--- src/rtl/synth_pkg.sv ---
// Shared types and constants for the voice allocator.
// Event kinds, controller numbers, FSM states, event bundle.
package synth_pkg;

  typedef enum logic [1:0] {
    EV_NOTE_ON  = 2'd0,
    EV_NOTE_OFF = 2'd1,
    EV_CTRL     = 2'd2,
    EV_IGNORE   = 2'd3
  } ev_type_e;

  typedef enum logic [1:0] {
    ST_IDLE,
    ST_MATCH,
    ST_COMMIT,
    ST_SWEEP
  } state_e;

  localparam logic [6:0] CC_SUSTAIN       = 7'd64;
  localparam logic [6:0] CC_ALL_NOTES_OFF = 7'd123;
  localparam logic [7:0] KEY_EMPTY        = 8'hff;

  typedef struct packed {
    ev_type_e   typ;
    logic [3:0] chan;
    logic [6:0] d1;
    logic [6:0] d2;
  } event_t;

endpackage

--- src/rtl/voice_select.sv ---
// Combinational voice search: retrigger, free, idle, then oldest.
// Oldest pick only counts as found when VOICE_STEAL_EN is defined.
module voice_select
  import synth_pkg::*;
#(
  parameter int VOICES  = 8,
  parameter int V_WIDTH = 3
) (
  input  logic [7:0]         i_note [VOICES],
  input  logic [3:0]         i_chan [VOICES],
  input  logic [V_WIDTH:0]   i_age  [VOICES],
  input  logic [VOICES-1:0]  i_gate,
  input  logic [VOICES-1:0]  i_free,
  input  logic [3:0]         i_ev_chan,
  input  logic [6:0]         i_ev_note,
  input  logic               i_is_off,
  input  logic               i_mono,
  output logic [V_WIDTH-1:0] o_idx,
  output logic               o_found
);

  logic [V_WIDTH-1:0] w_hit_idx;
  logic [V_WIDTH-1:0] w_free_idx;
  logic [V_WIDTH-1:0] w_idle_idx;
  logic [V_WIDTH-1:0] w_old_idx;
  logic [V_WIDTH:0]   w_old_age;
  logic               w_hit;
  logic               w_free;
  logic               w_idle;
  logic               w_v0_hit;

  // downward scans so the lowest index wins
  always_comb begin
    w_hit      = 1'b0;
    w_free     = 1'b0;
    w_idle     = 1'b0;
    w_hit_idx  = '0;
    w_free_idx = '0;
    w_idle_idx = '0;
    w_old_idx  = '0;
    w_old_age  = '0;
    for (int i = VOICES-1; i >= 0; i--) begin
      if (i_note[i] == {1'b0, i_ev_note} &&
          i_chan[i] == i_ev_chan) begin
        w_hit     = 1'b1;
        w_hit_idx = V_WIDTH'(i);
      end
      if (!i_gate[i] && i_free[i]) begin
        w_free     = 1'b1;
        w_free_idx = V_WIDTH'(i);
      end
      if (!i_gate[i]) begin
        w_idle     = 1'b1;
        w_idle_idx = V_WIDTH'(i);
      end
      if (i_gate[i] && i_age[i] >= w_old_age) begin
        w_old_age = i_age[i];
        w_old_idx = V_WIDTH'(i);
      end
    end
  end

  assign w_v0_hit = (i_note[0] == {1'b0, i_ev_note}) &&
                    (i_chan[0] == i_ev_chan);

  always_comb begin
    o_idx   = '0;
    o_found = 1'b0;
    if (i_mono) begin
      o_idx   = '0;
      o_found = i_is_off ? w_v0_hit : 1'b1;
    end else if (i_is_off) begin
      o_idx   = w_hit_idx;
      o_found = w_hit;
    end else if (w_hit) begin
      o_idx   = w_hit_idx;
      o_found = 1'b1;
    end else if (w_free) begin
      o_idx   = w_free_idx;
      o_found = 1'b1;
    end else if (w_idle) begin
      o_idx   = w_idle_idx;
      o_found = 1'b1;
    end else begin
      o_idx   = w_old_idx;
`ifdef VOICE_STEAL_EN
      o_found = 1'b1;
`else
      o_found = 1'b0;
`endif
    end
  end

endmodule

--- src/rtl/voice_allocator.sv ---
// Polyphonic voice allocator with sustain, sweeps and mono mode.
// Define VOICE_STEAL_EN to steal the oldest voice when all are gated.
module voice_allocator
  import synth_pkg::*;
#(
  parameter int VOICES  = 8,
  parameter int V_WIDTH = 3
) (
  input  logic               reg_clk,
  input  logic               reset_reg_N,
  input  logic [VOICES-1:0]  voice_free,
  input  logic [15:0]        chan_mask,
  input  logic               mono_mode,
  input  logic               ev_valid,
  output logic               ev_ready,
  input  logic [1:0]         ev_type,
  input  logic [3:0]         ev_chan,
  input  logic [6:0]         ev_data1,
  input  logic [6:0]         ev_data2,
  output logic [VOICES-1:0]  keys_on,
  output logic               key_upd,
  output logic [V_WIDTH-1:0] key_adr,
  output logic [7:0]         key_val,
  output logic [6:0]         key_vel,
  output logic [3:0]         key_chan,
  output logic [V_WIDTH:0]   active_keys,
  output logic               drop
);

  localparam logic [V_WIDTH:0]   AGE_MAX = (V_WIDTH+1)'(VOICES);
  localparam logic [V_WIDTH-1:0] LAST    = V_WIDTH'(VOICES-1);

  state_e             r_state;
  event_t             r_ev;
  logic               r_ready;
  logic               r_sweep_all;
  logic [V_WIDTH-1:0] r_idx;
  logic [VOICES-1:0]  r_free_s1;
  logic [VOICES-1:0]  r_free_s2;
  logic [7:0]         r_note  [VOICES];
  logic [3:0]         r_vchan [VOICES];
  logic [V_WIDTH:0]   r_age   [VOICES];
  logic [VOICES-1:0]  r_gate;
  logic [VOICES-1:0]  r_held;
  logic [15:0]        r_sus;
  logic [V_WIDTH:0]   r_active;
  logic               r_upd;
  logic [V_WIDTH-1:0] r_adr;
  logic [7:0]         r_val;
  logic [6:0]         r_vel;
  logic [3:0]         r_kchan;
  logic               r_drop;

  event_t             w_ev;
  logic [V_WIDTH-1:0] w_sel;
  logic               w_found;
  logic               w_on;
  logic               w_off;
  logic               w_sw_hit;

  // masked channels and zero-velocity note-ons are folded here
  always_comb begin
    w_ev.typ  = ev_type_e'(ev_type);
    w_ev.chan = ev_chan;
    w_ev.d1   = ev_data1;
    w_ev.d2   = ev_data2;
    if (!chan_mask[ev_chan]) begin
      w_ev.typ = EV_IGNORE;
    end else if (w_ev.typ == EV_NOTE_ON &&
                 ev_data2 == 7'd0) begin
      w_ev.typ = EV_NOTE_OFF;
      w_ev.d2  = 7'd64;
    end
  end

  assign w_on  = (r_ev.typ == EV_NOTE_ON);
  assign w_off = (r_ev.typ == EV_NOTE_OFF);

  assign w_sw_hit = (r_vchan[r_idx] == r_ev.chan) &&
                    (r_sweep_all ? r_gate[r_idx]
                                 : r_held[r_idx]);

  voice_select #(
    .VOICES  (VOICES),
    .V_WIDTH (V_WIDTH)
  ) u_sel (
    .i_note    (r_note),
    .i_chan    (r_vchan),
    .i_age     (r_age),
    .i_gate    (r_gate),
    .i_free    (r_free_s2),
    .i_ev_chan (r_ev.chan),
    .i_ev_note (r_ev.d1),
    .i_is_off  (w_off),
    .i_mono    (mono_mode),
    .o_idx     (w_sel),
    .o_found   (w_found)
  );

  always_ff @(posedge reg_clk or negedge reset_reg_N) begin
    if (!reset_reg_N) begin
      r_free_s1 <= '0;
      r_free_s2 <= '0;
    end else begin
      r_free_s1 <= voice_free;
      r_free_s2 <= r_free_s1;
    end
  end

  always_ff @(posedge reg_clk or negedge reset_reg_N) begin
    if (!reset_reg_N) begin
      r_state     <= ST_IDLE;
      r_ev        <= '0;
      r_ready     <= 1'b0;
      r_sweep_all <= 1'b0;
      r_idx       <= '0;
      r_gate      <= '0;
      r_held      <= '0;
      r_sus       <= '0;
      r_active    <= '0;
      r_upd       <= 1'b0;
      r_adr       <= '0;
      r_val       <= KEY_EMPTY;
      r_vel       <= '0;
      r_kchan     <= '0;
      r_drop      <= 1'b0;
      for (int i = 0; i < VOICES; i++) begin
        r_note[i]  <= KEY_EMPTY;
        r_vchan[i] <= '0;
        r_age[i]   <= '0;
      end
    end else begin
      r_upd  <= 1'b0;
      r_drop <= 1'b0;
      unique case (r_state)
        ST_IDLE: begin
          if (!r_ready) begin
            r_ready <= 1'b1;
          end else if (ev_valid) begin
            r_ready <= 1'b0;
            r_ev    <= w_ev;
            r_idx   <= '0;
            r_state <= ST_MATCH;
            if (w_ev.typ == EV_CTRL &&
                w_ev.d1 == CC_SUSTAIN) begin
              r_sus[w_ev.chan] <= w_ev.d2[6];
              if (r_sus[w_ev.chan] && !w_ev.d2[6]) begin
                r_state     <= ST_SWEEP;
                r_sweep_all <= 1'b0;
              end
            end else if (w_ev.typ == EV_CTRL &&
                         w_ev.d1 == CC_ALL_NOTES_OFF) begin
              r_state     <= ST_SWEEP;
              r_sweep_all <= 1'b1;
            end
          end
        end

        ST_MATCH: begin
          r_state <= ST_COMMIT;
          unique case (1'b1)
            w_on && w_found: begin
              for (int i = 0; i < VOICES; i++) begin
                if (V_WIDTH'(i) == w_sel) begin
                  r_note[i]  <= {1'b0, r_ev.d1};
                  r_vchan[i] <= r_ev.chan;
                  r_gate[i]  <= 1'b1;
                  r_held[i]  <= 1'b0;
                  r_age[i]   <= '0;
                end else if (r_gate[i] &&
                             r_age[i] != AGE_MAX) begin
                  r_age[i] <= r_age[i] + 1'b1;
                end
              end
              if (!r_gate[w_sel])
                r_active <= r_active + 1'b1;
              r_upd   <= 1'b1;
              r_adr   <= w_sel;
              r_val   <= {1'b0, r_ev.d1};
              r_vel   <= r_ev.d2;
              r_kchan <= r_ev.chan;
            end
            w_on && !w_found: begin
              r_drop <= 1'b1;
            end
            w_off && w_found: begin
              if (r_sus[r_ev.chan]) begin
                r_held[w_sel] <= 1'b1;
              end else begin
                r_gate[w_sel] <= 1'b0;
                r_held[w_sel] <= 1'b0;
                r_note[w_sel] <= KEY_EMPTY;
                r_age[w_sel]  <= '0;
                r_active      <= r_active - 1'b1;
                r_upd         <= 1'b1;
                r_adr         <= w_sel;
                r_val         <= KEY_EMPTY;
                r_vel         <= r_ev.d2;
                r_kchan       <= r_vchan[w_sel];
              end
            end
            default: ;
          endcase
        end

        ST_COMMIT: begin
          r_state <= ST_IDLE;
          r_ready <= 1'b1;
        end

        ST_SWEEP: begin
          if (w_sw_hit) begin
            r_gate[r_idx] <= 1'b0;
            r_held[r_idx] <= 1'b0;
            r_note[r_idx] <= KEY_EMPTY;
            r_age[r_idx]  <= '0;
            r_active      <= r_active - 1'b1;
            r_upd         <= 1'b1;
            r_adr         <= r_idx;
            r_val         <= KEY_EMPTY;
            r_vel         <= '0;
            r_kchan       <= r_ev.chan;
          end
          if (r_idx == LAST) begin
            r_state <= ST_IDLE;
            r_ready <= 1'b1;
          end else begin
            r_idx <= r_idx + 1'b1;
          end
        end

        default: r_state <= ST_IDLE;
      endcase
    end
  end

  assign ev_ready    = r_ready;
  assign keys_on     = r_gate;
  assign key_upd     = r_upd;
  assign key_adr     = r_adr;
  assign key_val     = r_val;
  assign key_vel     = r_vel;
  assign key_chan    = r_kchan;
  assign active_keys = r_active;
  assign drop        = r_drop;

endmodule

--- config.mk ---
export PLATFORM = sky130hd
export DESIGN_NAME = voice_allocator
export DESIGN_NICKNAME = d
export VERILOG_FILES = /design/src/rtl/synth_pkg.sv /design/src/rtl/voice_select.sv /design/src/rtl/voice_allocator.sv
export SDC_FILE = /design/constraint.sdc
export NUM_CORES = 1
export LEC_CHECK = 0
export BUFFER_PORTS_ARGS = -buffer_cell sky130_fd_sc_hd__buf_2
export CORE_MARGIN = 3
export CORE_UTILIZATION = 55
export DETAILED_ROUTE_END_ITERATION = 7
export GPL_ROUTABILITY_DRIVEN = 0
export PLACE_DENSITY = 0.82
export RECOVER_POWER = 100
export SYNTH_ARGS = -nofsm -noshare
export SYNTH_HDL_FRONTEND = slang
export SYNTH_SLANG_ARGS = --single-unit
--- constraint.sdc ---
create_clock -name reg_clk -period 15.6 [get_ports reg_clk]
set_input_delay 1.56 -clock reg_clk [delete_from_list [all_inputs] [get_ports reg_clk]]
set_output_delay 1.56 -clock reg_clk [all_outputs]
set_load 0.02 [all_outputs]
; Yosys cells after proc, flatten, opt, wreduce, memory -nomap -nowiden
; Index checks and enable logic that the tools add are counted.
[totals]
reg_bits = 231
output_inout_bits = 37
wordCells = 485
[op_classes]
addsub = 11
magnitude_cmp = 19
eq_ne = 65
mux = 213
n_bitwise = 15
n_reduce_logical = 104
[op_table]
columns = operator, count
row1 = 64-bit case mux with 2 select lines, 2
row2 = 4-bit two-way mux, 34
row3 = 64-bit two-way mux, 2
row4 = 8-bit two-way mux, 16
row5 = 64-bit OR, 2
row6 = 32-bit case mux with 2 select lines, 2
row7 = 3-bit two-way mux, 42
row8 = 8-bit case mux with 2 select lines, 6
row9 = 5-bit AND reduction, 18
row10 = 1-bit two-way mux, 66
row11 = 32-bit bitwise AND, 2
row12 = 8-bit by 7-bit == test with 1-bit output, 8
row13 = 32-bit two-way mux, 2
row14 = "4-bit != test, second input constant", 16
row15 = 32-bit inverter, 2
row16 = 8-bit demux with 3-bit select, 2
row17 = 1-bit logical AND, 45
row18 = 4-bit AND reduction, 11
row19 = "4-bit by 1-bit adder with 4-bit output, second input constant", 9
row20 = 4-bit == test, 9
row21 = "3-bit != test, second input constant", 11
row22 = 8-bit bitwise AND, 4
row23 = 4-bit case mux with 2 select lines, 4
row24 = 3-bit AND reduction, 10
row25 = other kinds (42), 102

; Logic depth before layout (Yosys ltp)
; Gate-level depths: netlist (run 1).
[depth]
ltp_word = 39
mapped_depth = 69
depth_no_buf = 65

; Hierarchy
; Synthesis (run 1) repeated with hierarchy kept, for this count alone.
[unflattened]
hier_cells = 1384
area_unflattened_um2 = 14204.9
[modules_own_cells]
columns = mod, n_inst, cells_each, area_each_um2, seq_area_each_um2
row1 = voice_allocator, 1, 1003, 11462.2, 5870.6
row2 = voice_select, 1, 381, 2742.6, 0.0

; Least setup slack after synthesis (run 1)
; Ideal clock, no wire load.
[synth_path]
kind = reg2reg
startpoint = reg r_gate[7] (netlist: keys_on[7])
endpoint = reg r_vchan[12] (netlist bit)
arrival_ns = 11.688
setup_slack_ns = 3.788
stages_incl_launch_ff = 64
n_path_buf = 2
period_less_slack_ns = 11.812
cell_sequence = dfrtp_1 -> buf_2 -> inv_1 -> nor2_1 -> ha_1 -> nor3b_2 -> o21ai_1 -> and2_0 -> mux2_2 -> ha_1 -> nand2b_1 -> a21oi_1 -> a31o_1 -> o221a_1 -> nor2_1 -> nor2_1 -> a21oi_1 -> ha_1 -> [... 28 more ...] -> nor2_1 -> nor2_1 -> a21oi_1 -> ha_1 -> nand2b_1 -> a21o_1 -> a21o_1 -> a21oi_1 -> o22a_1 -> o311ai_0 -> o21ai_1 -> o211ai_2 -> a21oi_1 -> nand2_2 -> nor2_2 -> o21ai_2 -> nor2_2 -> mux2_2
[synth_between]
elab_chain_len = 30
word_cells_on_any_way = 77
cone_classes = 7 x order compare / 1 x eq/ne / 57 x mux / 12 x reduce/logical
[synth_rtl]
columns = element, line
row1 = start: declaration, voice_allocator.sv:43  ; logic [VOICES-1:0] r_gate;
row2 = start signal: assignment, voice_allocator.sv:117  ; r_gate <= '0;
row3 = start signal: indexed assignment, voice_allocator.sv:167  ; r_gate[i] <= 1'b1;
row4 = start signal: indexed assignment, voice_allocator.sv:190  ; r_gate[w_sel] <= 1'b0;
row5 = 1-bit logical AND, voice_select.sv:56  ; if (i_gate[i] && i_age[i] >= w_old_age) begin
row6 = 4-bit two-way mux, voice_select.sv:56
row7 = 4-bit greater-or-equal comparator, voice_select.sv:56
row8 = 1-bit logical AND, voice_select.sv:56
row9 = 4-bit two-way mux, voice_select.sv:56
row10 = 4-bit greater-or-equal comparator, voice_select.sv:56
row11 = 1-bit logical AND, voice_select.sv:56
row12 = 4-bit two-way mux, voice_select.sv:56
row13 = [... 14 more ...], n/a
row14 = 3-bit two-way mux, voice_select.sv:56
row15 = 3-bit two-way mux, voice_select.sv:81  ; end else if (w_idle) begin
row16 = 3-bit two-way mux, voice_select.sv:78  ; end else if (w_free) begin
row17 = 3-bit two-way mux, voice_select.sv:75  ; end else if (w_hit) begin
row18 = 3-bit two-way mux, voice_select.sv:72  ; end else if (i_is_off) begin
row19 = 3-bit two-way mux, voice_select.sv:69  ; if (i_mono) begin
row20 = 3-bit == test, voice_allocator.sv:164  ; if (V_WIDTH'(i) == w_sel) begin
row21 = 3-bit AND reduction (no line) *, n/a
row22 = end signal: indexed assignment, voice_allocator.sv:166  ; r_vchan[i] <= r_ev.chan;
row23 = end: declaration, voice_allocator.sv:41  ; logic [3:0] r_vchan [VOICES];
; Mark *: on every way between the ends. The rest lies on a longest branch, timed or not.
; A chain may end at the register's enable or synchronous reset.

; Worst setup path after layout (run 1)
[layout_path]
startpoint = reg r_gate[7] (netlist: keys_on[7])
endpoint = reg r_vchan[15] (netlist bit)
; Same word-level chain as after synthesis.

==> impl_metrics.env, run 1 <==
export IMPL_netlist_area_sq_um=14080
export IMPL_utilization=0.6247
export IMPL_core_sq_um=24750
export IMPL_vias_per_cell=6.672
export IMPL_yosys_most_used_dff="dfrtp_1"
export IMPL_synth_edf_count=0
export IMPL_num_vias=12720
export IMPL_hold_path_class="reg2reg"
export IMPL_cp_top_family="compound AO/OA/AOI/OAI gates"
export IMPL_worst_path_buf_inv=3
export IMPL_ys_ff_latch=231
export IMPL_cts_made_buffers=25
export IMPL_layout_cells_most_common="o21ai_0"
export IMPL_rows=57
export IMPL_path_class="reg2reg"
export IMPL_avgSynthCellArea_sq_um=9.261
export IMPL_wl_per_cell_microns=21.71
export IMPL_antenna_left=0
export IMPL_fin_cells=1907
export IMPL_hold_ws_ns=0.3475
export IMPL_peakVddDrop_v=0.0001450
export IMPL_io_pins=85
export IMPL_cap_violations=4
export IMPL_powerDensity_nw_per_um2=179.7
export IMPL_violations="DRC, capacitance limit, slew limit"
export IMPL_htree_num_levels=1
export IMPL_synthTopCellsByArea="dfrtp_1 (28%), dfstp_2 (13%), o21ai_0 (5.9%)"
export IMPL_cts_root_buf="clkbuf_16"
export IMPL_io_buffer_count=84
export IMPL_clkSlewWorstSetupHoldPaths_ns=0.07
export IMPL_relSlewSlack=-2.376
export IMPL_fmax_ghz=0.06967
export IMPL_path_max_fanout=16
export IMPL_synth_cell_type_count=92
export IMPL_synth_top_area_frac=0.2827
export IMPL_n_antenna_cell=0
export IMPL_cts_sinks=231
export IMPL_grt_max_degree=93
export IMPL_worst_setup_path_start_kind="flip-flop"
export IMPL_clk_path_buf_depth=3
export IMPL_tns_ns=0
export IMPL_dieArea_sq_um=27550
export IMPL_clk_latency_ns=0.55
export IMPL_period_share=0.9200
export IMPL_yosysTopAreaCell="dfrtp_1"
export IMPL_syn_nets=1608
export IMPL_synth_seq_area_share=0.4171
export IMPL_dr_pass1_iters=8
export IMPL_initial_core_util=0.5688
export IMPL_cts_tree="done"
export IMPL_setup_viol=0
export IMPL_post_dp_hpwl_mm=28.57
export IMPL_hold_buffers=0
export IMPL_p_leak_nw=6.688
export IMPL_final_cell_mix="o21ai_0 (175), dfrtp_1 (159), nand2_1 (154)"
export IMPL_drc=5
export IMPL_status="complete, but fails checks"
export IMPL_grt_pass1_wl_mm=66.82
export IMPL_grt_pass1_vias=12530
export IMPL_rsz0062_at_grt="no"
export IMPL_slew_viol_final=280
export IMPL_critPathMaxStageDelay_ns=0.60
export IMPL_cp_required_ns=16.03
export IMPL_power_total_w=0.002778
export IMPL_yosysWarningCount=0
export IMPL_antenna_found_initial=0
export IMPL_ys_async_sr_fraction=1.000
export IMPL_hold_violations=0
export IMPL_area_growth_pct=9.822
export IMPL_finClkSkew_ns=0.01492
export IMPL_cts_setup_buffers=0
export IMPL_worstPathArrival_ns=14.78
export IMPL_post_route_min_period_ns=14.35
export IMPL_grt_usage=0.2936
export IMPL_slowest_stage="a21oi_1"
export IMPL_netlist_instances=1520
export IMPL_drt_iter0_drc=1683
export IMPL_overflow=0
export IMPL_rrSetupSlack_ns=1.25
export IMPL_worst_pin_slew_ns=5.064
export IMPL_layout_drive_gt1_share=0.1750
export IMPL_crit_path_end_kind="flip-flop"
export IMPL_wl_mm=41.40
export IMPL_dp_cells=1862
export IMPL_die_y_microns=166.0
export IMPL_cts_resized=0
export IMPL_die_x_microns=166.0
export IMPL_fin_nets=1653
[logic make-up (layout without fill, tap and decap cells)]
logic type,after synthesis,count (layout),synth area share
muxes,86,86,0.08089
xor gates and xnor gates,96,96,0.05973
AOI/OAI and AO/OA,447,447,0.2057
DFF,231,231,0.4171
and+or+nand+nor,481,481,0.1606
buffers and inverters,139,202,0.04044
adders and majority gates,40,40,0.03556
[worst paths after layout]
| path | from | to | cells after the start |
|---|---|---|---|
| max | keys_on[7]$_DFFE_PN0P_ | r_vchan[15]$_DFFE_PN0P_ | 60 |
| min | r_free_s1[7]$_DFF_PN0_ | r_free_s2[7]$_DFF_PN0_ | 0 |
| max reg2reg | keys_on[7]$_DFFE_PN0P_ | r_vchan[15]$_DFFE_PN0P_ | 60 |
| min reg2reg | r_free_s1[7]$_DFF_PN0_ | r_free_s2[7]$_DFF_PN0_ | 0 |
| max in group asynchronous | reset_reg_N | r_ev[6]$_DFFE_PN0P_ | 3 |
| min in group asynchronous | reset_reg_N | key_upd$_DFF_PN0_ | 1 |
[final cells by class]
type | instances | area (sq um)
fillers | 2018 | 9289
multi-input cells | 1150 | 7626
flip-flops and latches | 231 | 5871
clock buffers | 32 | 701.9
repair buffers | 102 | 488.0
well taps | 324 | 405.4
inverters | 55 | 206.4
clock inverters | 13 | 160.2
[where the power goes]
group | total (W) | leakage, nW | switching [W] | internal, W
clock network | 0.000623 | 0.426 | 0.000255 | 0.000369
registers | 0.000984 | 2.81 | 0.000230 | 0.000754
logic | 0.00117 | 3.45 | 0.000727 | 0.000444
total | 0.00278 | 6.69 | 0.00121 | 0.00157
[per-stage QoR]
stage / cell area, sq um / worst slack, ns
2_1_floorplan: 14080 / 3.788
3_3_place_gp: 14710 / 2.236
3_5_place_dp: 14710 / 1.619
4_1_cts: 15570 / 1.557
5_1_grt: 15460 / 0.1221
6_report: 15460 / 1.248
[registers in the layout (all words and copies together), names as in the netlist, 7 cells and up]
signal	cells
key_val	8
key_vel	7
keys_on	8
r_age	32
r_ev	20
r_free_s1	8
r_free_s2	8
r_held	8
r_note	64
r_sus	16
r_vchan	32
[per-layer routing]
layer	wire length, microns	global-route usage	share of wire	vias up
met1	16160	0.3952	0.39	6114
met3	4611	0.06094	0.11	174
met4	2005	0.1338	0.048	0
li1	-	-	-	5599
met5	0	0	0	-
met2	18630	0.4605	0.45	836
[synth_stat cells, drive strengths merged (4+ instances only)]
| cell type | n |
|---|---|
| o221a | 4 |
| nand3b | 9 |
| nor4 | 29 |
| a31o | 4 |
| and2 | 9 |
| inv | 54 |
| a211oi | 5 |
| a21o | 13 |
| nor3 | 24 |
| a22oi | 11 |
| a21oi | 53 |
| mux2i | 8 |
| o31ai | 18 |
| nor2b | 12 |
| buf | 31 |
| mux2 | 62 |
| o211ai | 7 |
| xnor2 | 5 |
| o21ai | 187 |
| o22a | 10 |
| o22ai | 4 |
| dfstp | 72 |
| ha | 40 |
| o21a | 17 |
| and3 | 9 |
| nor3b | 5 |
| a22o | 15 |
| nand2b | 13 |
| o41ai | 5 |
| a221oi | 5 |
| nor2 | 147 |
| a31oi | 53 |
| dfrtp | 159 |
| a32o | 4 |
| xor2 | 91 |
| clkbuf | 53 |
| mux4 | 16 |
| or3 | 10 |
| nand4 | 13 |
| nand2 | 155 |
| nand3 | 37 |
Note: power is estimated with default switching activity, not from simulation.
==> inputs of run 2 (changes only) <==
--- a/config.mk
+++ b/config.mk
@@ -10,7 +10,8 @@
 export CORE_UTILIZATION = 55
 export DETAILED_ROUTE_END_ITERATION = 7
 export GPL_ROUTABILITY_DRIVEN = 0
-export PLACE_DENSITY = 0.82
+export GPL_TIMING_DRIVEN = 0
+export PLACE_DENSITY = 0.72
 export RECOVER_POWER = 100
 export SYNTH_ARGS = -nofsm -noshare
 export SYNTH_HDL_FRONTEND = slang
==> run 2 against run 1 <==
Highest routed layer unchanged. Die area unchanged. Critical path type unchanged. The run ends with capacitance limit, slew limit left. Largest power group unchanged. Combinational power increased by 15%. Worst hold slack got worse by 0.0023 ns. Final cell count increased by 3.6%. Sequential cell count unchanged. Clock power increased by 4.2%. Total power increased by 3.4%.
==> impl_metrics.env, run 2 (synthesis gave the netlist of run 1 again) <==
export IMPL_status="complete, but fails checks"
export IMPL_violations="capacitance limit, slew limit"
export IMPL_grt_pass1_vias=12510
export IMPL_regArea_sq_um=5871
export IMPL_final_cell_mix="o21ai_0 (173), dfrtp_1 (159), nand2_1 (155)"
export IMPL_power_total_w=0.002872
export IMPL_rrSetupSlack_ns=0.96
export IMPL_cap_violations=2
export IMPL_hold_path_class="reg2reg"
export IMPL_setup_ws_ns=0.9637
export IMPL_io_buffer_count=81
export IMPL_initial_core_util=0.5688
export IMPL_drt_iter0_drc=1400
export IMPL_cts_setup_buffers=0
export IMPL_hp_start="r_free_s1[3]$_DFF_PN0_"
export IMPL_layout_cells_most_common="o21ai_0"
export IMPL_critPathMaxStageDelay_ns=0.41
export IMPL_worst_setup_path_start_kind="flip-flop"
export IMPL_top_regs="r_note (64), r_age (32), r_vchan (32)"
export IMPL_area_growth_pct=11.66
export IMPL_peakVddDrop_v=0.0001193
export IMPL_rsz0062_at_grt="no"
export IMPL_path_max_fanout=10
export IMPL_worst_pin_slew_ns=6.230
export IMPL_grt_pass1_wl_mm=69.65
export IMPL_path_class="reg2reg"
export IMPL_clk_path_buf_depth=3
export IMPL_crit_path_end_kind="flip-flop"
export IMPL_vias_per_cell=6.513
export IMPL_r2r_start="keys_on[7]$_DFFE_PN0P_"
export IMPL_relSlewSlack=-3.154
export IMPL_clkSlewWorstSetupHoldPaths_ns=0.06
export IMPL_antenna_left=0
export IMPL_largest_register_ffs=64
export IMPL_hold_ws_ns=0.3452
export IMPL_holdPathStages=0
export IMPL_drc=0
export IMPL_grt_usage=0.3124
export IMPL_regMostFlops="r_note"
export IMPL_dr_pass1_iters=8
export IMPL_r2r_cells=62
export IMPL_hold_buffers=0
export IMPL_n_antenna_cell=0
export IMPL_fmax_ghz=0.06832
export IMPL_powerDensity_nw_per_um2=182.8
export IMPL_cts_made_buffers=27
export IMPL_wl_per_cell_microns=22.34
export IMPL_fin_cells=1976
export IMPL_rows=57
export IMPL_cts_tree="done"
export IMPL_cp_required_ns=16.03
export IMPL_critPathLaunch="keys_on[7]$_DFFE_PN0P_"
export IMPL_crit_top_cell="a21oi_1"
export IMPL_slew_viol_final=234
export IMPL_clk_latency_ns=0.56
export IMPL_cts_root_buf="clkbuf_16"
export IMPL_dieArea_sq_um=27550
export IMPL_post_dp_hpwl_mm=31.84
export IMPL_num_vias=12870
export IMPL_fill_cells=2104
export IMPL_htree_num_levels=1
export IMPL_cts_resized=0
export IMPL_tns_ns=0
export IMPL_io_pins=85
export IMPL_hold_violations=0
export IMPL_wl_mm=44.15
export IMPL_multi_input_area_sq_um=7599
export IMPL_setup_viol=0
export IMPL_dp_cells=1926
export IMPL_antenna_found_initial=0
export IMPL_grt_max_degree=121
export IMPL_slowest_stage="mux2_2"
export IMPL_period_share=0.9382
export IMPL_finClkSkew_ns=0.01873
export IMPL_die_y_microns=166.0
export IMPL_die_x_microns=166.0
export IMPL_core_sq_um=24750
export IMPL_worstPathArrival_ns=15.07
export IMPL_place_ws_ns=1.308
export IMPL_overflow=0
export IMPL_fin_nets=1719
export IMPL_layout_drive_gt1_share=0.1731
export IMPL_cts_sinks=231
export IMPL_post_route_min_period_ns=14.64
export IMPL_p_leak_nw=6.816
[run 2: layer usage]
| metal | global-route usage | vias up | part of all wire | routed length, microns |
|---|---|---|---|---|
| met1 | 0.4304 | 6278 | 0.41 | 17930 |
| met5 | 0 | - | 0 | 0 |
| met2 | 0.4946 | 727 | 0.45 | 19960 |
| li1 | - | 5732 | - | - |
| met4 | 0.1118 | 0 | 0.041 | 1793 |
| met3 | 0.06356 | 132 | 0.10 | 4475 |
[run 2: cell type report]
cell class / instances / area share
buffer: 84 / 0.02269
clock buffer: 39 / 0.05230
clock inverter: 11 / 0.006130
inverter: 55 / 0.01313
multi-input combinational: 1150 / 0.4834
sequential: 231 / 0.3735
tap: 324 / 0.02579
timing repair buffer: 82 / 0.02301
[run 2: report_power, final]
part | internal [W] | leakage (nW) | switching, W
clock network | 0.000383 | 0.464 | 0.000266
registers | 0.000756 | 2.81 | 0.000128
logic | 0.000472 | 3.54 | 0.000867
total | 0.00161 | 6.82 | 0.00126
[run 2: worst max-delay path: cells and delay by family (launching register included)]
family	cells	cell delay, ns
AOI/OAI and AO/OA	30	6.22
and+or+nand+nor	18	3.81
adders and majority gates	7	1.94
buffers and inverters	3	0.55
muxes	4	1.56
DFF	1	0.40
[run 2: worst paths after layout]
kind                                            to
hold / removal              r_free_s2[3]$_DFF_PN0_
min in group asynchronous        key_upd$_DFF_PN0_
max in group asynchronous   keys_on[6]$_DFFE_PN0P_
hold reg to reg             r_free_s2[3]$_DFF_PN0_
setup / recovery           r_vchan[12]$_DFFE_PN0P_
setup reg to reg           r_vchan[12]$_DFFE_PN0P_
[run 2: stage by stage]
step	utilization	cell area [sq um]
2_1_floorplan	-	14080
3_3_place_gp	0.6015	14890
3_5_place_dp	0.6031	14920
4_1_cts	0.6402	15840
5_1_grt	0.6351	15720
6_report	0.6351	15720
